==> src/rtl/io_intr_ctrl_pkg.sv <==
// Package: io_intr_ctrl_pkg
// Purpose: shared definitions for the IO interrupt controller.
//   - state_t   : handshake FSM encoding. The values are visible to software
//                 through STAT[1:0], so they must not be renumbered.
//   - REG_*     : register offsets as decoded from Addr[3:2]
//   - count_ones16 : population count, used to total up lost edges
package io_intr_ctrl_pkg;

  typedef enum logic [1:0] {
    ST_IDLE = 2'd0,
    ST_REQ  = 2'd1,
    ST_ACK  = 2'd2
  } state_t;

  localparam logic [1:0] REG_PEND = 2'd0;
  localparam logic [1:0] REG_MASK = 2'd1;
  localparam logic [1:0] REG_VECT = 2'd2;
  localparam logic [1:0] REG_STAT = 2'd3;

  function automatic logic [4:0] count_ones16(input logic [15:0] v);
    logic [4:0] n;
    n = '0;
    for (int i = 0; i < 16; i++) begin
      n = n + 5'(v[i]);
    end
    return n;
  endfunction

endpackage

==> src/rtl/io_intr_prio_enc.sv <==
// Module: io_intr_prio_enc
// Purpose: combinational lowest-index priority encoder.
// Ports:
//   req  in  N     request vector
//   any  out 1     at least one request bit is set
//   id   out ID_W  index of the lowest set request bit (0 when none is set)
module io_intr_prio_enc #(
  parameter int N    = 8,
  parameter int ID_W = 4
) (
  input  logic [N-1:0]    req,
  output logic            any,
  output logic [ID_W-1:0] id
);

  // The loop scans from the top index down, so the lowest set bit is the
  // last one written and therefore wins.
  always_comb begin
    any = |req;
    id  = '0;
    for (int i = N - 1; i >= 0; i--) begin
      if (req[i]) begin
        id = ID_W'(i);
      end
    end
  end

endmodule

==> src/rtl/io_intr_ctrl.sv <==
// Module: io_intr_ctrl
// Purpose: interrupt controller that sits between the peripherals and the
//   CPU interrupt input.
//   - Rising edges on the src lines are latched into PEND.
//   - MASK selects which pending sources may interrupt the CPU.
//   - The lowest-numbered pending, enabled source is served through an
//     intr/int_ack handshake.
//   - Software reads and clears the registers over the dm_* data bus.
// Ports:
//   clk      in   system clock
//   reset_n  in   asynchronous, active-low reset
//   src      in   NUM_SRC peripheral request lines (synchronous to clk)
//   dm_cs    in   chip select
//   dm_rd    in   read strobe
//   dm_wr    in   write strobe
//   Addr     in   byte address; only Addr[3:2] is decoded
//   D_In     in   write data
//   D_Out    out  read data (combinational; 0 when not reading)
//   intr     out  registered interrupt request to the CPU
//   int_ack  in   interrupt acknowledge from the CPU
// Configuration:
//   IO_INTR_TIMEOUT_EN - when defined, a request that is not acknowledged
//     within ACK_TIMEOUT cycles is withdrawn. Its pend bit is kept and
//     STAT[2] is set as a sticky flag.
module io_intr_ctrl
  import io_intr_ctrl_pkg::*;
#(
  parameter int NUM_SRC     = 8,
  parameter int ID_W        = 4,
  parameter int ACK_TIMEOUT = 255
) (
  input  logic               clk,
  input  logic               reset_n,
  input  logic [NUM_SRC-1:0] src,
  input  logic               dm_cs,
  input  logic               dm_rd,
  input  logic               dm_wr,
  input  logic [31:0]        Addr,
  input  logic [31:0]        D_In,
  output logic [31:0]        D_Out,
  output logic               intr,
  input  logic               int_ack
);

`ifdef IO_INTR_TIMEOUT_EN
  localparam bit TIMEOUT_ON = 1'b1;
`else
  localparam bit TIMEOUT_ON = 1'b0;
`endif

  localparam logic [7:0] TIMEOUT_LAST = 8'(ACK_TIMEOUT - 1);

  logic [NUM_SRC-1:0] pend;
  logic [NUM_SRC-1:0] mask;
  logic [NUM_SRC-1:0] src_q;
  logic [NUM_SRC-1:0] src_rise;
  logic [NUM_SRC-1:0] w1c_bits;
  logic [NUM_SRC-1:0] ack_clr;
  logic [NUM_SRC-1:0] lost_hits;
  logic [8:0]         lost_sum;
  logic [7:0]         lost;
  logic               vect_valid;
  logic [ID_W-1:0]    vect_id;
  logic               to_sticky;
  logic               to_set;
  logic               timeout_hit;

  state_t             state;
  state_t             state_nxt;
  logic [ID_W-1:0]    id;
  logic [ID_W-1:0]    id_nxt;
  logic [7:0]         req_cnt;
  logic [7:0]         req_cnt_nxt;

  logic               enc_any;
  logic [ID_W-1:0]    enc_id;

  logic               wr_en;
  logic               rd_en;
  logic [1:0]         sel;
  logic               unused_ok;

  assign wr_en = dm_cs & dm_wr;
  assign rd_en = dm_cs & dm_rd;
  assign sel   = Addr[3:2];

  assign unused_ok = ^{Addr[31:4], Addr[1:0], D_In[31:NUM_SRC]};

  assign src_rise  = src & ~src_q;
  assign w1c_bits  = (wr_en && sel == REG_PEND) ? D_In[NUM_SRC-1:0] : '0;
  assign ack_clr   = (state == ST_ACK) ? (NUM_SRC'(1) << id) : '0;
  assign lost_hits = src_rise & pend;
  assign lost_sum  = 9'(lost) + 9'(count_ones16(16'(lost_hits)));

  assign timeout_hit = TIMEOUT_ON && (req_cnt == TIMEOUT_LAST);

  io_intr_prio_enc #(
    .N    (NUM_SRC),
    .ID_W (ID_W)
  ) u_prio_enc (
    .req (pend & mask),
    .any (enc_any),
    .id  (enc_id)
  );

  // Pending bits are cleared first and set second, so a new edge always
  // beats a software W1C or the ACK clear in the same cycle.
  always_ff @(posedge clk or negedge reset_n) begin
    if (!reset_n) begin
      src_q <= '0;
      pend  <= '0;
      mask  <= '0;
    end else begin
      src_q <= src;
      pend  <= (pend & ~(w1c_bits | ack_clr)) | src_rise;
      if (wr_en && sel == REG_MASK) begin
        mask <= D_In[NUM_SRC-1:0];
      end
    end
  end

  // Lost counter: an edge that lands on an already-pending source is
  // counted. Several such edges in one cycle each count. The counter
  // saturates at 255. Any STAT write clears it and takes precedence.
  always_ff @(posedge clk or negedge reset_n) begin
    if (!reset_n) begin
      lost <= '0;
    end else if (wr_en && sel == REG_STAT) begin
      lost <= '0;
    end else if (lost_sum > 9'd255) begin
      lost <= 8'hFF;
    end else begin
      lost <= lost_sum[7:0];
    end
  end

  // VECT latches the served id on the ACK cycle. That update wins over a
  // read-to-clear in the same cycle, so a fresh vector is never lost.
  always_ff @(posedge clk or negedge reset_n) begin
    if (!reset_n) begin
      vect_valid <= 1'b0;
      vect_id    <= '0;
    end else if (state == ST_ACK) begin
      vect_valid <= 1'b1;
      vect_id    <= id;
    end else if (rd_en && sel == REG_VECT) begin
      vect_valid <= 1'b0;
    end
  end

  always_ff @(posedge clk or negedge reset_n) begin
    if (!reset_n) begin
      to_sticky <= 1'b0;
    end else if (to_set) begin
      to_sticky <= 1'b1;
    end else if (wr_en && sel == REG_STAT) begin
      to_sticky <= 1'b0;
    end
  end

  always_ff @(posedge clk or negedge reset_n) begin
    if (!reset_n) begin
      state   <= ST_IDLE;
      id      <= '0;
      req_cnt <= '0;
      intr    <= 1'b0;
    end else begin
      state   <= state_nxt;
      id      <= id_nxt;
      req_cnt <= req_cnt_nxt;
      intr    <= (state_nxt == ST_REQ);
    end
  end

  // The id is captured only when leaving IDLE. It then stays frozen through
  // REQ and ACK, even if software masks or clears that source in between.
  always_comb begin
    state_nxt   = state;
    id_nxt      = id;
    req_cnt_nxt = req_cnt;
    to_set      = 1'b0;
    unique case (state)
      ST_IDLE: begin
        if (enc_any) begin
          id_nxt      = enc_id;
          req_cnt_nxt = '0;
          state_nxt   = ST_REQ;
        end
      end
      ST_REQ: begin
        if (int_ack) begin
          state_nxt = ST_ACK;
        end else if (timeout_hit) begin
          to_set    = 1'b1;
          state_nxt = ST_IDLE;
        end else begin
          req_cnt_nxt = req_cnt + 8'd1;
        end
      end
      ST_ACK: begin
        state_nxt = ST_IDLE;
      end
      default: begin
        state_nxt = ST_IDLE;
      end
    endcase
  end

  always_comb begin
    D_Out = '0;
    if (rd_en) begin
      case (sel)
        REG_PEND: D_Out[NUM_SRC-1:0] = pend;
        REG_MASK: D_Out[NUM_SRC-1:0] = mask;
        REG_VECT: begin
          D_Out[31]        = vect_valid;
          D_Out[ID_W-1:0]  = vect_id;
        end
        REG_STAT: begin
          D_Out[15:8] = lost;
          D_Out[2]    = to_sticky;
          D_Out[1:0]  = state;
        end
        default: D_Out = '0;
      endcase
    end
  end

endmodule
==> config.mk <==
export PLATFORM = sky130hd
export DESIGN_NAME = io_intr_ctrl
export DESIGN_NICKNAME = d
export VERILOG_FILES = /design/src/rtl/io_intr_ctrl_pkg.sv /design/src/rtl/io_intr_prio_enc.sv /design/src/rtl/io_intr_ctrl.sv
export SDC_FILE = /design/constraint.sdc
export NUM_CORES = 1
export LEC_CHECK = 0
export ABC_AREA = 1
export BUFFER_PORTS_ARGS = -buffer_cell sky130_fd_sc_hd__buf_4
export CAP_MARGIN = 0
export CORE_UTILIZATION = 47
export CTS_CLUSTER_DIAMETER = 200
export DETAILED_ROUTE_END_ITERATION = 8
export PLACE_DENSITY = 0.8
export SYNTH_ARGS = -nofsm -noshare
export SYNTH_HDL_FRONTEND = slang
export SYNTH_SLANG_ARGS = --single-unit
==> constraint.sdc <==
create_clock -name clk -period 5.01 [get_ports clk]
set_input_delay 0.7515 -clock clk [delete_from_list [all_inputs] [get_ports clk]]
set_output_delay 0.7515 -clock clk [all_outputs]
set_load 0.02 [all_outputs]
==> metrics.log, run 1 <==
INFO  metric cap_violations = 0
INFO  metric internal-power = 756 µW
INFO  metric route.detailed.drc = 0
INFO  metric timing.final.max_slew_violations = 0
INFO  metric grtUsageTotal = 0.217
INFO  metric synth-edff-count = 0
INFO  metric final.setup.worst_slack = 0.988 ns
INFO  metric yosys.area.top_type = sky130_fd_sc_hd__dfrtp_1
INFO  metric antenna_left = 0
INFO  metric power_leakage = 0.00155 µW
INFO  metric synthMostInstantiatedCell = sky130_fd_sc_hd__nand2_1
INFO  metric layout-area-overhead-vs-synth = 16.5%
INFO  metric synthesis.area = 2490 µm²
INFO  metric port_buffers = 41
INFO  metric gpl.final_weighted_congestion = 0.869
INFO  metric tritoncts.num_buffers = 5
INFO  metric final_count_of_hold_timing_violations = 0
INFO  metric critical_path_source_type = input pin
INFO  metric holdBufCountCts = 0
INFO  metric fillCellCount = 482
INFO  metric core_region_area = about 5100 µm²
INFO  metric number_of_unique_standard_cell_types_used_by_synthesis = 28
INFO  metric crit_path_max_fanout = 7
INFO  metric initial_core_util = 0.488
INFO  metric worst-endpoint-required = approximately 5.2 ns
INFO  metric post_drt_wl_per_cell = 12.6 µm
INFO  metric via_per_inst = 4.96
INFO  metric total_switching_power = 530 µW
INFO  metric yosys_warnings = 0
INFO  metric clockPowerShare = 0.180
INFO  metric combPwrFrac = 0.417
INFO  metric io_pins = 111
INFO  metric p_seq_frac = 0.403
INFO  metric synth_commonest_cells = 92 x sky130_fd_sc_hd__nand2_1, 48 x sky130_fd_sc_hd__inv_1, 42 x sky130_fd_sc_hd__dfrtp_1
INFO  metric routed-via-count = 2142
INFO  metric syn-instance-count = ~320
INFO  metric die-area = 5600 µm²
INFO  metric startpoint = src[0]
INFO  metric finalSetupViolCount = 0
INFO  metric initialDrtViolationCount = between 100 and 150
INFO  metric detailedPlacementHpwl = 4180 µm
INFO  metric chip_height = around 75 µm
INFO  metric critPathArrivalTime = 4.23 ns
INFO  metric synthTopCellsByArea = sky130_fd_sc_hd__dfrtp_1 42%, sky130_fd_sc_hd__nand2_1 14%, sky130_fd_sc_hd__inv_1 7.2%, sky130_fd_sc_hd__buf_4 4.5%, sky130_fd_sc_hd__fa_1 4.0%
INFO  metric syn_area_per_cell = approximately 8 µm²
INFO  metric antenna_found_initial = 0
INFO  metric fin_hold_ws = between 0.4 and 0.5 ns
INFO  metric clock_sinks = 42
INFO  metric ys_dominant_reg_cell = sky130_fd_sc_hd__dfrtp_1
INFO  metric postCtsSetupBuffers = 0
INFO  metric dp_worst_setup_slack = 0.660 ns
INFO  metric synth_seq_area_share = 0.422
INFO  metric clock.fmax = 249 MHz
INFO  metric fraction_of_final_layout_cells_with_drive_strength_greater_than_1 = 0.180
INFO  metric ir_drop = 256 µV
INFO  metric setup_tns = 0 ns
INFO  metric tightest_slew = 0.552 ns
INFO  metric utilization = 0.568
INFO  metric clock_transition_at_the_register_clock_pins_on_the_worst_setup_and_hold_paths_after_cts = ~0.090 ns
INFO  metric async_reset_ff_frac = 1.00
INFO  metric grt_remaining_overflow = 0
INFO  metric r2r_start = src_q[0]$_DFF_PN0_
INFO  metric flip_flop_and_latch_count_after_synthesis = 42
INFO  metric clock_tree.buffer_depth = 2
INFO  metric cts_resized = 0
INFO  metric synth_largest_type_area_fraction = 0.422
INFO  metric netSwitchingFraction = 0.412
INFO  metric final_net_count = between 400 and 500
INFO  metric grt_max_degree = 43
INFO  metric timing.final.crit_share = 0.803
INFO  metric hp-class = in -> async
INFO  metric path_class = in -> reg
INFO  metric h-tree-depth = 2
INFO  metric power.density = between 400 and 500 nW/µm²
INFO  metric crit_path_end_kind = flip-flop
INFO  metric floorplan.die.width = roughly 75 µm
INFO  metric slew-limit-headroom = 0.631
INFO  metric antenna_cells = 0
INFO  metric insertion_delay_to_the_later_sink_of_the_worst_skew_pair = 0.31 ns
INFO  metric layout_min_cycle_time = 4.02 ns
INFO  metric drt_wl_total = 5460 µm
INFO  metric firstDrtPassIters = 4
INFO  metric rows = 26
INFO  metric fin_skew = 0.00646 ns
INFO  metric grt_pass1_wl = between 8000 and 9000 µm
INFO  metric cts_tree = done
INFO  metric outcome = finished, final reports clean
INFO  metric finalPower = 1290 µW
INFO  metric grt_pass1_vias = roughly 1900
INFO  metric clk_root_buffer_cell = sky130_fd_sc_hd__clkbuf_8
INFO  metric rsz0062_at_grt = false
[cell usage in the layout, fill, tap and decap left out]
| cell | instances |
|---|---|
| sky130_fd_sc_hd__buf_4 | 41 |
| sky130_fd_sc_hd__nor2_2 | 1 |
| sky130_fd_sc_hd__nand3b_1 | 1 |
| sky130_fd_sc_hd__inv_2 | 2 |
| sky130_fd_sc_hd__clkinvlp_4 | 1 |
| sky130_fd_sc_hd__conb_1 | 15 |
| sky130_fd_sc_hd__nor2_4 | 3 |
| sky130_fd_sc_hd__nand4_1 | 1 |
| sky130_fd_sc_hd__nor3_1 | 7 |
| sky130_fd_sc_hd__a21oi_1 | 16 |
| sky130_fd_sc_hd__nand3_1 | 12 |
| sky130_fd_sc_hd__nand2_1 | 92 |
| sky130_fd_sc_hd__mux2_4 | 3 |
| sky130_fd_sc_hd__clkinv_4 | 1 |
| sky130_fd_sc_hd__dfrtp_1 | 42 |
| sky130_fd_sc_hd__inv_1 | 48 |
| sky130_fd_sc_hd__a31o_2 | 1 |
| sky130_fd_sc_hd__o211ai_1 | 4 |
| sky130_fd_sc_hd__xnor2_1 | 2 |
| sky130_fd_sc_hd__nand2_4 | 1 |
| sky130_fd_sc_hd__inv_6 | 1 |
| sky130_fd_sc_hd__fa_1 | 5 |
| sky130_fd_sc_hd__nor2_1 | 21 |
| sky130_fd_sc_hd__clkbuf_8 | 5 |
| sky130_fd_sc_hd__ha_1 | 6 |
| sky130_fd_sc_hd__a31oi_1 | 2 |
| sky130_fd_sc_hd__nor3b_1 | 1 |
| sky130_fd_sc_hd__o21ai_0 | 19 |
| sky130_fd_sc_hd__o22ai_1 | 3 |
| sky130_fd_sc_hd__o21ai_2 | 5 |
[power by group through the flow]
stage / clock, µW / sequential (µW) / combinational (µW)
6_report: 232 / 518 / 536
2_1_floorplan: 0 / 504 / 409
5_1_grt: 249 / 528 / 615
3_3_place_gp: 0 / 518 / 512
3_5_place_dp: 0 / 522 / 533
4_1_cts: 235 / 516 / 536
[metrics by stage]
stage,instances,area (µm²)
4_1_cts,432,2900
6_report,432,2900
2_1_floorplan,330,2540
3_5_place_dp,424,2810
3_3_place_gp,424,2810
5_1_grt,432,2900
[area by class of cell]
| class | count | area [µm²] | share of cell area |
|---|---|---|---|
| flip-flops and latches | 42 | 1050 | 0.362 |
| well taps | 70 | 87.6 | 0.0302 |
| clock buffers | 5 | 68.8 | 0.0237 |
| repair buffers | 41 | 308 | 0.106 |
| clock inverters | 3 | 25.0 | 0.00862 |
| multi-input cells | 221 | 1170 | 0.405 |
| inverters | 50 | 188 | 0.0647 |
[worst max-delay path: stages]
cell and delay, ns:
sky130_fd_sc_hd__buf_4 0.08, sky130_fd_sc_hd__inv_1 0.04, sky130_fd_sc_hd__nor2_1 0.09, sky130_fd_sc_hd__nand2_1 0.08
sky130_fd_sc_hd__fa_1 0.50, sky130_fd_sc_hd__fa_1 0.51, sky130_fd_sc_hd__inv_1 0.05, sky130_fd_sc_hd__fa_1 0.52
sky130_fd_sc_hd__fa_1 0.50, sky130_fd_sc_hd__fa_1 0.43, sky130_fd_sc_hd__nand3_1 0.12, sky130_fd_sc_hd__nand2_1 0.11
sky130_fd_sc_hd__nand2_1 0.22, sky130_fd_sc_hd__nand3_1 0.12, sky130_fd_sc_hd__nand2_1 0.07, sky130_fd_sc_hd__inv_1 0.04
[kinds of logic after synthesis]
family          Yosys count  synth area share
other cells               1           0.00151
simple gates            140             0.238
xor+xnor                  2           0.00703
mux                       3            0.0181
compound gates           50             0.116
fa+ha+maj                11            0.0703
buf+inv                  67             0.128
flops                    42             0.422
[routing by layer]
layer	wire, µm	GRT usage	vias up
li1	-	-	1062
met1	2510	0.303	992
met2	2510	0.330	79
met3	322	0.0375	9
met4	116	0.105	0
met5	0	0	-
[path summary, 6_finish.rpt]
check / cells past startpoint / end / slack [ns]
setup / recovery: 16 / lost[5]$_DFF_PN0_ / 0.99
hold / removal: 1 / src_q[0]$_DFF_PN0_ / 0.43
setup reg to reg: 14 / lost[5]$_DFF_PN0_ / 1.15
hold reg to reg: 1 / pend[2]$_DFF_PN0_ / 0.46
max in group asynchronous: 1 / id[1]$_DFFE_PN0P_ / 4.22
min in group clk: 1 / pend[2]$_DFF_PN0_ / 0.46
[flip-flops by register name (all words and copies together), names as in the netlist]
register    count
lost            8
intr            1
vect_valid      1
src_q           8
state           2
pend            8
id              3
mask            8
vect_id         3
No activity file was read; power rests on OpenSTA's default activity.
==> run 2: changes to the inputs <==
Settings changed: CORE_UTILIZATION 47 to 43, PLACE_DENSITY 0.8 to 0.77.
Clock period 5.01 ns to 3.25 ns, I/O delays scaled along.
==> run 2 against run 1 <==
The flow now finishes with violations (setup timing). Via count grew 0.70%. First-iteration DRC count grew 31%. Hold slack lost 0.26 ns. Non-clock buffer count grew 6. Clock skew grew 0.0026 ns.
==> metrics.log, run 2 (same netlist as run 1, synthesis figures left out) <==
INFO  metric final_net_count = 456 (was 450)
INFO  metric holdBufCountCts = 0 (unchanged)
INFO  metric post_drt_wl_per_cell = 12.8 µm (was 12.6 µm)
INFO  metric outcome = finished, violations left (was finished, final reports clean)
INFO  metric insertion_delay_to_the_later_sink_of_the_worst_skew_pair = 0.30 ns (was 0.31 ns)
INFO  metric grt_pass1_vias = 2021 (was 1923)
INFO  metric grt_use_met2 = 0.323 (was 0.330)
INFO  metric postCtsSetupBuffers = 0 (unchanged)
INFO  metric clock_tree.buffer_depth = 2 (unchanged)
INFO  metric tritoncts.num_buffers = 5 (unchanged)
INFO  metric core_region_area = 5540 µm² (was 5110 µm²)
INFO  metric met3_global_route_usage = 0.0384 (was 0.0375)
INFO  metric grtUsageTotal = 0.200 (was 0.217)
INFO  metric antenna_found_initial = 0 (unchanged)
INFO  metric power.density = 682 nW/µm² (was 443 nW/µm²)
INFO  metric power_leakage = 0.00159 µW (was 0.00155 µW)
INFO  metric clock_sinks = 42 (unchanged)
INFO  metric layout_min_cycle_time = 3.49 ns
INFO  metric detailedPlacementHpwl = 4350 µm (was 4180 µm)
INFO  metric use_met1 = 0.271 (was 0.303)
INFO  metric firstDrtPassIters = 4 (unchanged)
INFO  metric hp-class = in -> async (unchanged)
INFO  metric dp_worst_setup_slack = -0.540 ns (was 0.660 ns)
INFO  metric route.detailed.drc = 0 (unchanged)
INFO  metric layout.cells.most_common = sky130_fd_sc_hd__nand2_1 (unchanged)
INFO  metric utilization = 0.541 (was 0.568)
INFO  metric chip_height = 78.1 µm (was 74.8 µm)
INFO  metric clk_root_buffer_cell = sky130_fd_sc_hd__clkbuf_8 (unchanged)
INFO  metric die-area = 6100 µm² (was 5600 µm²)
INFO  metric fillCellCount = 532 (was 482)
INFO  metric cap_violations = 0 (unchanged)
INFO  metric slew-limit-headroom = 0.564 (was 0.631)
INFO  metric clock.fmax = 287 MHz
INFO  metric grt_max_degree = 43 (unchanged)
INFO  metric layout-area-overhead-vs-synth = 20.2% (was 16.5%)
INFO  metric timing.final.max_slew_violations = 0 (unchanged)
INFO  metric finalSetupViolCount = 8 (was 0)
INFO  metric io_pins = 111 (unchanged)
INFO  metric clock_transition_at_the_register_clock_pins_on_the_worst_setup_and_hold_paths_after_cts = 0.08 ns (was 0.09 ns)
INFO  metric final_design_area_no_fill = 3000 µm² (was 2900 µm²)
INFO  metric rsz0062_at_grt = true (was false)
INFO  metric routed-via-count = 2157 (was 2142)
INFO  metric h-tree-depth = 2 (unchanged)
INFO  metric grt_pass1_wl = 9450 µm (was 8890 µm)
INFO  metric drt_wl_total = 5650 µm (was 5460 µm)
INFO  metric timing.final.crit_share = 1.07
INFO  metric most-common-layout-cells = 88 x sky130_fd_sc_hd__nand2_1, 47 x sky130_fd_sc_hd__inv_1, 47 x sky130_fd_sc_hd__buf_4 (was 92 x sky130_fd_sc_hd__nand2_1, 48 x sky130_fd_sc_hd__inv_1, 42 x sky130_fd_sc_hd__dfrtp_1)
INFO  metric initialDrtViolationCount = 175 (was 134)
INFO  metric critPathArrivalTime = 3.68 ns (was 4.23 ns)
INFO  metric fraction_of_final_layout_cells_with_drive_strength_greater_than_1 = 0.217 (was 0.180)
INFO  metric floorplan.die.width = 78.1 µm (was 74.8 µm)
INFO  metric ir_drop = 354 µV (was 256 µV)
INFO  metric crit_path_end_kind = flip-flop (unchanged)
INFO  metric fin_skew = 0.00906 ns (was 0.00646 ns)
INFO  metric worst-endpoint-required = 3.45 ns (was 5.22 ns)
INFO  metric antenna_cells = 0 (unchanged)
INFO  metric port_buffers = 41 (unchanged)
INFO  metric final_count_of_hold_timing_violations = 0 (unchanged)
INFO  metric critical_path_source_type = flip-flop (was input pin)
INFO  metric path_class = reg -> reg (was in -> reg)
INFO  metric top_usage_layer = met2 (unchanged)
INFO  metric antenna_left = 0 (unchanged)
INFO  metric rows = 27 (was 26)
INFO  metric tightest_slew = 0.653 ns (was 0.552 ns)
INFO  metric placed_area = 2880 µm² (was 2810 µm²)
INFO  metric grt_remaining_overflow = 0 (unchanged)
INFO  metric via_per_inst = 4.90 (was 4.96)
INFO  metric cts_tree = done (unchanged)
INFO  metric gpl.final_weighted_congestion = 0.889 (was 0.869)
INFO  metric failed_checks = setup timing
INFO  metric crit_path_max_fanout = 7 (unchanged)
INFO  metric initial_core_util = 0.450 (was 0.488)
INFO  metric final.setup.worst_slack = -0.238 ns (was 0.988 ns)
run 2: cell count changes in the layout (fill, tap and decap cells not counted), sizes merged:
cell / change
inv: -1
buf: +6
clkinv: +1
run 2: area by class of cell:
class                      instances  area, µm²  area share
sequential                        42       1050       0.351
multi-input combinational        221       1220       0.406
clock buffer                       5       68.8      0.0230
inverter                          50        195      0.0652
timing repair buffer              47        353       0.118
clock inverter                     3       21.3     0.00710
tap                               72       90.1      0.0301
run 2: metrics by stage:
step	TNS (ns)	total power, µW	hold slack, ns	cells
after CTS	-1.45	2030	0.193	440
after detailed placement	-3.79	1670	0.452	432
after floorplan	-0.956	1420	0.192	330
after global placement	-3.19	1640	0.439	432
final	-1.50	2040	0.166	440
after global routing	-2.60	2220	0.197	440
run 2: where the power goes:
part / total [µW] / switching, µW / internal (µW)
registers: 790 / 113 / 678
clock network: 347 / 195 / 151
logic: 907 / 529 / 378
run 2: repair_timing:
item	4_1_cts	5_1_grt
pin swaps	3	0
resized for setup	5	1
cloned	0	0
setup endpoints to repair	8	8
hold endpoints to repair	0	0
run 2: worst paths after layout:
path,start,to,slack (ns),depth (start not counted)
setup / recovery,src_q[3]$_DFF_PN0_,lost[5]$_DFF_PN0_,-0.24,14
hold / removal,reset_n,intr$_DFF_PN0_,0.17,1
setup reg to reg,src_q[3]$_DFF_PN0_,lost[5]$_DFF_PN0_,-0.24,14
hold reg to reg,src_q[2]$_DFF_PN0_,pend[2]$_DFF_PN0_,0.46,1
max in group asynchronous,reset_n,lost[5]$_DFF_PN0_,2.71,1
min in group clk,src[7],src_q[7]$_DFF_PN0_,0.30,1
run 2: metal layers:
layer / vias to the layer above / wire length (µm)
li1: 1066 / -
met1: 1014 / 2560
met2: 70 / 2700
met3: 7 / 325
met4: 0 / 62
met5: - / 0
run 2: critical path, stage by stage (launching register included):
cell and delay [ns]:
sky130_fd_sc_hd__dfrtp_1 0.39, sky130_fd_sc_hd__nor2_1 0.10, sky130_fd_sc_hd__nand2_1 0.09, sky130_fd_sc_hd__fa_1 0.50, sky130_fd_sc_hd__fa_1 0.50, sky130_fd_sc_hd__inv_1 0.05, sky130_fd_sc_hd__fa_1 0.47, sky130_fd_sc_hd__fa_2 0.41
sky130_fd_sc_hd__fa_2 0.41, sky130_fd_sc_hd__nand3_4 0.09, sky130_fd_sc_hd__nand2_4 0.08, sky130_fd_sc_hd__nand2_4 0.12, sky130_fd_sc_hd__nand3_1 0.09, sky130_fd_sc_hd__nand2_1 0.06, sky130_fd_sc_hd__inv_1 0.03
